==> config.mk <==
export PLATFORM = sky130hd
export DESIGN_NAME = ext_obi_cut
export DESIGN_NICKNAME = d
export VERILOG_FILES = /design/src/rtl/ext_obi_cut.sv
export SDC_FILE = /design/constraint.sdc
export NUM_CORES = 1
export LEC_CHECK = 0
export BUFFER_PORTS_ARGS = -buffer_cell sky130_fd_sc_hd__buf_2
export CAP_MARGIN = 20
export CORE_MARGIN = 1.5
export CORE_UTILIZATION = 57
export DETAILED_ROUTE_END_ITERATION = 6
export GPL_TIMING_DRIVEN = 0
export PLACE_DENSITY = 0.83
export SYNTH_ARGS = -nofsm -noshare
export SYNTH_HDL_FRONTEND = slang
export SYNTH_SLANG_ARGS = --single-unit
==> constraint.sdc <==
create_clock -name clk_i -period 4.4 [get_ports clk_i]
set_clock_uncertainty 0.2 [all_clocks]
set_input_delay 0.66 -clock clk_i [delete_from_list [all_inputs] [get_ports clk_i]]
set_output_delay 0.66 -clock clk_i [all_outputs]
set_load 0.03 [all_outputs]
==> src/rtl/ext_obi_cut.sv <==
// ext_obi_cut: registered OBI cut between the external bus slave port and the
// CGRA slave port. A one-entry request register breaks the request/grant path.
// A response FIFO buffers returning read data. An outstanding counter throttles
// upstream grants so that every accepted transaction always has a FIFO slot for
// its response.
module ext_obi_cut #(
  parameter int ADDR_WIDTH      = 32,
  parameter int DATA_WIDTH      = 32,
  parameter int MAX_OUTSTANDING = 4
) (
  input  logic                    clk_i,
  input  logic                    rst_i,
  // upstream (slave) side
  input  logic                    slv_req_i,
  output logic                    slv_gnt_o,
  input  logic [ADDR_WIDTH-1:0]   slv_addr_i,
  input  logic                    slv_we_i,
  input  logic [DATA_WIDTH/8-1:0] slv_be_i,
  input  logic [DATA_WIDTH-1:0]   slv_wdata_i,
  output logic                    slv_rvalid_o,
  output logic [DATA_WIDTH-1:0]   slv_rdata_o,
  // downstream (master) side
  output logic                    mst_req_o,
  input  logic                    mst_gnt_i,
  output logic [ADDR_WIDTH-1:0]   mst_addr_o,
  output logic                    mst_we_o,
  output logic [DATA_WIDTH/8-1:0] mst_be_o,
  output logic [DATA_WIDTH-1:0]   mst_wdata_o,
  input  logic                    mst_rvalid_i,
  input  logic [DATA_WIDTH-1:0]   mst_rdata_i,
  // status
  output logic                    busy_o,
  output logic                    err_o
);

  localparam int BE_W  = DATA_WIDTH / 8;
  localparam int CNT_W = $clog2(MAX_OUTSTANDING + 1);
  localparam int PTR_W = (MAX_OUTSTANDING > 1) ? $clog2(MAX_OUTSTANDING) : 1;

  localparam logic [CNT_W-1:0] MAX_CNT  = CNT_W'(MAX_OUTSTANDING);
  localparam logic [PTR_W-1:0] LAST_PTR = PTR_W'(MAX_OUTSTANDING - 1);

  typedef enum logic {
    EMPTY = 1'b0,
    FULL  = 1'b1
  } req_state_e;

  req_state_e state_q, state_d;

  // request register payload
  logic [ADDR_WIDTH-1:0] addr_p1;
  logic                  we_p1;
  logic [BE_W-1:0]       be_p1;
  logic [DATA_WIDTH-1:0] wdata_p1;

  // handshake and bookkeeping
  logic             can_pop;
  logic             gnt_int;
  logic             accept;
  logic [CNT_W-1:0] cnt_q;
  logic [CNT_W-1:0] dcnt_q;
  logic             dcnt_nz;
  logic             err_q;

  // response FIFO
  logic [DATA_WIDTH-1:0] fifo_mem [MAX_OUTSTANDING];
  logic [PTR_W-1:0]      wr_ptr_q;
  logic [PTR_W-1:0]      rd_ptr_q;
  logic [CNT_W-1:0]      fill_q;
  logic                  fifo_empty;
  logic                  fifo_full;
  logic                  push;
  logic                  pop;
  logic                  rsp_err;

  // Pointer advance with wrap at the last FIFO slot (depth need not be 2^n).
  function automatic logic [PTR_W-1:0] ptr_inc(input logic [PTR_W-1:0] p);
    if (p == LAST_PTR) begin
      return '0;
    end
    return p + 1'b1;
  endfunction

  // Request register state: holds at most one transaction awaiting downstream grant.
  always_ff @(posedge clk_i or posedge rst_i) begin
    if (rst_i) begin
      state_q <= EMPTY;
    end else begin
      state_q <= state_d;
    end
  end

  // Grant, accept and next state. Grant never looks at slv_req_i; the cap on
  // cnt_q uses the registered value only, so a response leaving this cycle
  // does not reopen the grant until the next cycle.
  always_comb begin
    can_pop = 1'b0;
    gnt_int = 1'b0;
    accept  = 1'b0;
    state_d = state_q;
    can_pop = (state_q == FULL) & mst_gnt_i;
    gnt_int = ((state_q == EMPTY) | can_pop) & (cnt_q < MAX_CNT);
    accept  = slv_req_i & gnt_int;
    if (accept) begin
      state_d = FULL;
    end else if (can_pop) begin
      state_d = EMPTY;
    end
  end

  // Grant is held low for the whole reset pulse, not only after the state clears.
  assign slv_gnt_o = gnt_int & ~rst_i;

  // ---- stage p1: request register payload, loaded on every upstream accept ----
  always_ff @(posedge clk_i or posedge rst_i) begin
    if (rst_i) begin
      addr_p1  <= '0;
      we_p1    <= 1'b0;
      be_p1    <= '0;
      wdata_p1 <= '0;
    end else if (accept) begin
      addr_p1  <= slv_addr_i;
      we_p1    <= slv_we_i;
      be_p1    <= slv_be_i;
      wdata_p1 <= slv_wdata_i;
    end
  end

  assign mst_req_o   = (state_q == FULL);
  assign mst_addr_o  = addr_p1;
  assign mst_we_o    = we_p1;
  assign mst_be_o    = be_p1;
  assign mst_wdata_o = wdata_p1;

  // Upstream outstanding count: accepted upstream, response not yet returned upstream.
  always_ff @(posedge clk_i or posedge rst_i) begin
    if (rst_i) begin
      cnt_q <= '0;
    end else if (accept && !pop) begin
      cnt_q <= cnt_q + 1'b1;
    end else if (!accept && pop) begin
      cnt_q <= cnt_q - 1'b1;
    end
  end

  // Downstream outstanding count: granted downstream, response not yet seen.
  // A response that arrives with this count at zero is spurious.
  always_ff @(posedge clk_i or posedge rst_i) begin
    if (rst_i) begin
      dcnt_q <= '0;
    end else if (can_pop && !(mst_rvalid_i && dcnt_nz)) begin
      dcnt_q <= dcnt_q + 1'b1;
    end else if (!can_pop && mst_rvalid_i && dcnt_nz) begin
      dcnt_q <= dcnt_q - 1'b1;
    end
  end

  assign dcnt_nz    = (dcnt_q != '0);
  assign fifo_empty = (fill_q == '0);
  assign fifo_full  = (fill_q == MAX_CNT);
  assign rsp_err    = mst_rvalid_i & (~dcnt_nz | fifo_full);
  assign push       = mst_rvalid_i & dcnt_nz & ~fifo_full;
  assign pop        = ~fifo_empty;

  // FIFO storage; contents are only meaningful between write and read pointers.
  always_ff @(posedge clk_i) begin
    if (push) begin
      fifo_mem[wr_ptr_q] <= mst_rdata_i;
    end
  end

  // ---- stage p2: response FIFO control, drained every cycle it holds data ----
  always_ff @(posedge clk_i or posedge rst_i) begin
    if (rst_i) begin
      wr_ptr_q <= '0;
      rd_ptr_q <= '0;
      fill_q   <= '0;
    end else begin
      if (push) begin
        wr_ptr_q <= ptr_inc(wr_ptr_q);
      end
      if (pop) begin
        rd_ptr_q <= ptr_inc(rd_ptr_q);
      end
      if (push && !pop) begin
        fill_q <= fill_q + 1'b1;
      end else if (!push && pop) begin
        fill_q <= fill_q - 1'b1;
      end
    end
  end

  assign slv_rvalid_o = ~fifo_empty;
  assign slv_rdata_o  = fifo_empty ? '0 : fifo_mem[rd_ptr_q];

  // Sticky protocol error: spurious response or response into a full FIFO.
  always_ff @(posedge clk_i or posedge rst_i) begin
    if (rst_i) begin
      err_q <= 1'b0;
    end else if (rsp_err) begin
      err_q <= 1'b1;
    end
  end

  assign err_o  = err_q;
  assign busy_o = (cnt_q != '0) | mst_req_o;

endmodule

=== After elaboration in Yosys (flattened, before gate mapping) ===
Memories as Yosys holds them, arrays and structs flattened.
Cells that the tools add are included.

* Memories: 1
* RAM bits: 128
* Input bits: 106
* Output and inout bits: 106
* Logic and storage cells: 77
* Register bits: 84

* Eq/ne operators: 3
* $lt $le $gt $ge: 1
* Multiplexer cells: 19
* Reductions and logical operators: 19
* Bitwise operators: 15
* Add/sub/neg operators: 8

{| class="wikitable"
|+ Memory list
! name !! words !! width !! rd ports !! clocked after memory_dff !! wr ports !! line !! source
|-
| fifo_mem || 4 || 32 || 1 || 0 || 1 || 66 || <nowiki>logic [DATA_WIDTH-1:0] fifo_mem [MAX_OUTSTANDING];</nowiki>
|}

{| class="wikitable"
|+ Operators with widths
! operator !! number
|-
| $mux 32 || 1
|-
| $mux 3 || 6
|-
| $add 3x1->3 const B || 3
|-
| $sub 3x1->3 const B || 3
|-
| $logic_and 1x1->1 || 8
|-
| $mux 1 || 8
|-
| $mux 2 || 4
|-
| $reduce_bool 2->1 || 4
|-
| $and 1x1->1 || 7
|-
| $reduce_bool 3->1 || 2
|-
| $not 1->1 || 5
|-
| $add 2x1->2 const B || 2
|-
| $eq 2x2->1 const B || 2
|-
| $logic_not 1->1 || 4
|-
| $eq 3x3->1 const B || 1
|-
| $logic_not 3->1 || 1
|-
| $lt 3x3->1 const B || 1
|-
| $or 1x1->1 || 3
|}

=== Depth between registers and ports, before layout ===
* Depth after elaboration: 8
* Gate-level depth with buffers: 10

=== Least setup slack after synthesis ===
Ideal clock, no wire load.

* Path kind: register to register
* Start point: reg state_q (netlist: mst_req_o)
* End point: reg cnt_q[2]
* Slack: 1.938 ns
* Data arrival time: 2.183 ns
* Required time: 4.121 ns
* Buffers on the path: 2
* Cell stages (with the launch flop): 11
* Setup time: 0.079 ns
* Cells stage by stage: dfrtp_1 -> nor2b_4 -> nor3b_2 -> buf_6 -> buf_12 -> ha_1 -> inv_1 -> fa_1 -> xor2_1 -> nor2_1 -> xor2_1

* Longest elaborated chain between the ends: 7
* Elaborated cells between the ends (all ways): 10
* Classes of those cells: 1 x mux; 5 x bitwise; 4 x reduce/logical

{| class="wikitable"
|+ RTL lines
! element !! line !! source
|-
| from (decl) || 48 || <nowiki>req_state_e state_q, state_d;</nowiki>
|-
| from (signal assigned) || 89 || <nowiki>state_q <= state_d;</nowiki>
|-
| $and 1x1->1 / $not 1->1 (equally long branches) || 101, 102 ||
|-
| $or 1x1->1 * || 102 || <nowiki>gnt_int = ((state_q == EMPTY) | can_pop) & (cnt_q < MAX_CNT);</nowiki>
|-
| $and 1x1->1 * || 102 ||
|-
| $and 1x1->1 * || 103 || <nowiki>accept = slv_req_i & gnt_int;</nowiki>
|-
| via accept || 59 || <nowiki>logic accept;</nowiki>
|-
| $logic_not 1->1 || 141 || <nowiki>end else if (!accept && pop) begin</nowiki>
|-
| $logic_and 1x1->1 || 141 ||
|-
| $reduce_bool 2->1 (no source line) || - ||
|-
| to (signal assigned) || 140 || <nowiki>cnt_q <= cnt_q + 1'b1;</nowiki>
|-
| to (signal assigned) || 142 || <nowiki>cnt_q <= cnt_q - 1'b1;</nowiki>
|-
| to (decl) || 60 || <nowiki>logic [CNT_W-1:0] cnt_q;</nowiki>
|}

The timed path passes the listed nets; every way through them passes the cells marked *.
A chain may end at the register's enable or synchronous reset.

=== Worst setup path after layout ===
* Start point: reg fill_q[0]
* End point: out slv_rdata_o[11]

* Longest elaborated chain between the ends: 2

{| class="wikitable"
|+ RTL lines
! element !! line !! source
|-
| from (decl) || 69 || <nowiki>logic [CNT_W-1:0] fill_q;</nowiki>
|-
| from (signal assigned) || 186 || <nowiki>fill_q <= fill_q + 1'b1;</nowiki>
|-
| from (signal assigned) || 188 || <nowiki>fill_q <= fill_q - 1'b1;</nowiki>
|-
| $logic_not 3->1 || 159 || <nowiki>assign fifo_empty = (fill_q == '0);</nowiki>
|-
| $mux 32 || 194 || <nowiki>assign slv_rdata_o = fifo_empty ? '0 : fifo_mem[rd_ptr_q];</nowiki>
|-
| to (decl) || 21 || <nowiki>output logic [DATA_WIDTH-1:0] slv_rdata_o,</nowiki>
|}

No other way between the ends.

==> out/qor.csv <==
stage,metric,value,unit
logic_synthesis,synthDistinctLibCells,38,
logic_synthesis,synth_warnings,0,
clock_network,clk_pin_slew_worst_paths,0.06,ns
clock_network,cts_sinks,212,
grt,grt_pass1_vias,5099,
critical_path,crit_buf_inv,3,
detailed_routing,drtIter0Drc,268,
clock_network,htreeDepth,1,
sta,post-route-period-util,69.9,%
power_and_ir_drop,leakage,4.53,nW
detailed_routing,drt_drc_violations_left,0,
logic_synthesis,synth_xor_xnor_area_share,1.10,%
logic_synthesis,ys_seq_area_share,68.6,%
finish,area_delta_synth_final,24.2,%
grt,gr-total-overflow,0,
logic_synthesis,synth_area_per_cell,20.4,um^2
die,start_util,58.9,%
finish,drive_above_1_share,56.4,%
clock_network,clk_latency,0.49,ns
critical_path,cp_data_required_time,3.54,ns
placed_design,dp_hpwl,11400,um
logic_synthesis,synth_edf_count,128,
detailed_routing,vias_per_cell,5.42,
power_and_ir_drop,peakVddDrop,576,uV
critical_path,startpoint_type,register,
detailed_routing,routed-via-count,4669,
critical_path,worstPathMaxFanout,10,
grt,grt_antenna_before_repair,2,
die,rows,44,
finish,final_cell_mix,"buf_2, edfxtp_1, dfrtp_1",
clock_network,post_cts_buffers,0,
finish,mostFrequentLayoutCell,buf_2,
sta,finalMaxSlewViolations,0,
critical_path,crit_slowest_cell,clkbuf_1,
sta,slew_headroom,40.4,%
logic_synthesis,synth_cells,424,
die,ioPinCount,212,
logic_synthesis,synthArstFlopShare,39.6,%
sta,tightest_slew,0.894,ns
logic_synthesis,ys.flop_type,edfxtp_1,
grt,grt_max_degree,56,
worst_hold_path,worstHoldPathType,in -> reg,
critical_path,cpMostUsedCell,buf_2,
detailed_routing,drtAntennaViolNets,0,
critical_path,crit_family,buffers and inverters,
power_and_ir_drop,powerDensity,830,nW/um^2
die,die_h,126,um
sta,rsz0062_at_grt,false,
placed_design,place_congestion,0.771,
detailed_routing,wirelength,17200,um
placed_design,post-place-cells,820,
die,die_w,126,um
die,dieArea,15900,um^2
sta,finalSetupViolCount,0,
critical_path,r2r_slack,1.74,ns
clock_network,ctsLongestPathBuffers,3,
logic_synthesis,ys_ff_latch,212,
critical_path,end_kind,output port,
logic_synthesis,yosys.area_share.adder,1.47,%
grt,grt_pass1_wl,27200,um
logic_synthesis,synth_mux_area_share,21.0,%
finish,fin_cells,862,
detailed_routing,wl_per_cell,19.9,um
critical_path,worst_path_largest_cell_delay,0.45,ns
worst_hold_path,min_path_cells,1,
flow_run,drv_cap,0,
clock_network,numCtsBuffers,22,
critical_path,crit_type,reg -> out,
sta,fin_crit,3.08,ns
critical_path,r2r_cells,9,
critical_path,worst-path-stages,5,
logic_synthesis,syn-num-nets,539,
finish,fin_util,73.2,%
outcome,status,"finished, final reports clean",
sta,max_clock_freq,0.325,GHz
placed_design,port_buffers,211,
clock_network,cts_root_buf,clkbuf_16,
grt,grtUsageTotal,22.2,%
logic_synthesis,synth_top_family_by_area,multiplexers,
detailed_routing,dr.pass1.iters,6,
critical_path,crit_arrival,2.22,ns
die,core,14700,um^2
sta,hold_viol_final,0,
finish,nets,776,
sta,tns,0,ns
logic_synthesis,synth_compound_area_share,0.881,%
critical_path,cp_cell_sequence,buf_2 > nor3_4 > clkbuf_1 > nor2b_1 > buf_2,
logic_synthesis,synth-simple-area-share,3.96,%
logic_synthesis,syn_area,8660,um^2
clock_network,cts_tree,built,
[state kept, by name, indices dropped and copies added, names as in the netlist]
register,count
mst_addr_o,32
mst_we_o,1
dcnt_q,3
cnt_q,3
wr_ptr_q,2
fill_q,3
fifo_mem,128
err_o,1
mst_req_o,1
mst_wdata_o,32
rd_ptr_q,2
mst_be_o,4
[area by class of cell]
class                   count  area [um^2]
diodes                      1         2.50
plain buffers              20          233
clock buffers              33          697
clock inverters             7         68.8
fillers                   902         3940
inverters                   6         25.0
multi-input cells         186         2470
flip-flops and latches    212         5950
well taps                 184          230
repair buffers            213         1090
[worst register-to-register path: stages (launching register included)]
cell and delay [ns]:
dfrtp_1 0.35, buf_2 0.17, nor3_4 0.41, buf_2 0.34
ha_1 0.25, inv_1 0.07, fa_1 0.39, xor2_1 0.16
nor2_1 0.11, xor2_1 0.15
[synth_stat cells, types with 2 or more instances]
master | number | area share (%)
mux2_1 | 3 | 0.39
ha_1 | 7 | 1.0
clkbuf_1 | 3 | 0.13
mux4_2 | 32 | 8.3
nor2_1 | 3 | 0.13
edfxtp_1 | 128 | 44
inv_1 | 6 | 0.26
buf_12 | 7 | 1.6
buf_6 | 5 | 0.65
buf_2 | 5 | 0.29
nor2b_1 | 32 | 2.3
xor2_1 | 6 | 0.61
and2_1 | 4 | 0.29
dfrtp_1 | 84 | 24
nor3_1 | 2 | 0.12
a21oi_1 | 3 | 0.17
fa_1 | 2 | 0.46
mux2_2 | 3 | 0.39
xnor2_1 | 3 | 0.30
mux2_4 | 68 | 12
[where the power goes]
group | internal (mW) | total, mW | switching [mW]
Sequential | 2.79 | 3.12 | 0.331
Clock | 1.16 | 1.92 | 0.752
Combinational | 1.62 | 3.90 | 2.28
Total | 5.57 | 8.93 | 3.36
[per-layer routing]
metal / share of wire, % / GRT usage, % / routed length (um) / vias to the layer above
met5: 0.064 / 0 / 11 / -
met4: 2.6 / 7.57 / 451 / 2
met3: 7.6 / 5.86 / 1300 / 36
met2: 50 / 38.0 / 8670 / 210
met1: 39 / 27.8 / 6740 / 2346
li1: - / - / - / 2075
[what timing repair did]
item / 4_1_cts / 5_1_grt
gates resized for setup: 0 / 0
hold endpoints to repair: 29 / 0
hold buffers: 1 / 0
[stage by stage]
step / power [mW] / cell area, um^2 / hold WS [ns] / worst slack (ns)
2_1_floorplan: 6.01 / 8660 / 0.294 / 1.37
3_3_place_gp: 6.96 / 9950 / 0.261 / 0.546
3_5_place_dp: 7.08 / 9980 / 0.266 / 1.58
4_1_cts: 9.03 / 10800 / 0.158 / 1.25
5_1_grt: 9.38 / 10800 / 0.160 / 1.13
6_report: 8.93 / 10800 / 0.176 / 1.32
[path summary, 6_finish.rpt]
kind	startpoint	to
setup / recovery	fill_q[0]$_DFFE_PP0P_	slv_rdata_o[11]
hold / removal	mst_rdata_i[10]	fifo_mem[0][10]$_DFFE_PP_
setup reg to reg	fill_q[0]$_DFFE_PP0P_	cnt_q[2]$_DFFE_PP0P_
hold reg to reg	err_o$_DFFE_PP0P_	err_o$_DFFE_PP0P_
max in group asynchronous	rst_i	mst_wdata_o[23]$_DFFE_PP0P_
min in group asynchronous	rst_i	mst_wdata_o[30]$_DFFE_PP0P_
[cell families (layout without fill, tap and decap cells)]
| kind of cell | after synthesis | count (layout) |
|---|---|---|
| buf+inv | 26 | 279 |
| mux | 107 | 107 |
| simple gates | 52 | 52 |
| xor+xnor | 10 | 10 |
| fa+ha+maj | 9 | 9 |
| other cells | 0 | 1 |
| flops | 212 | 212 |
| compound gates | 8 | 8 |
No activity file was read; power rests on OpenSTA's default activity.
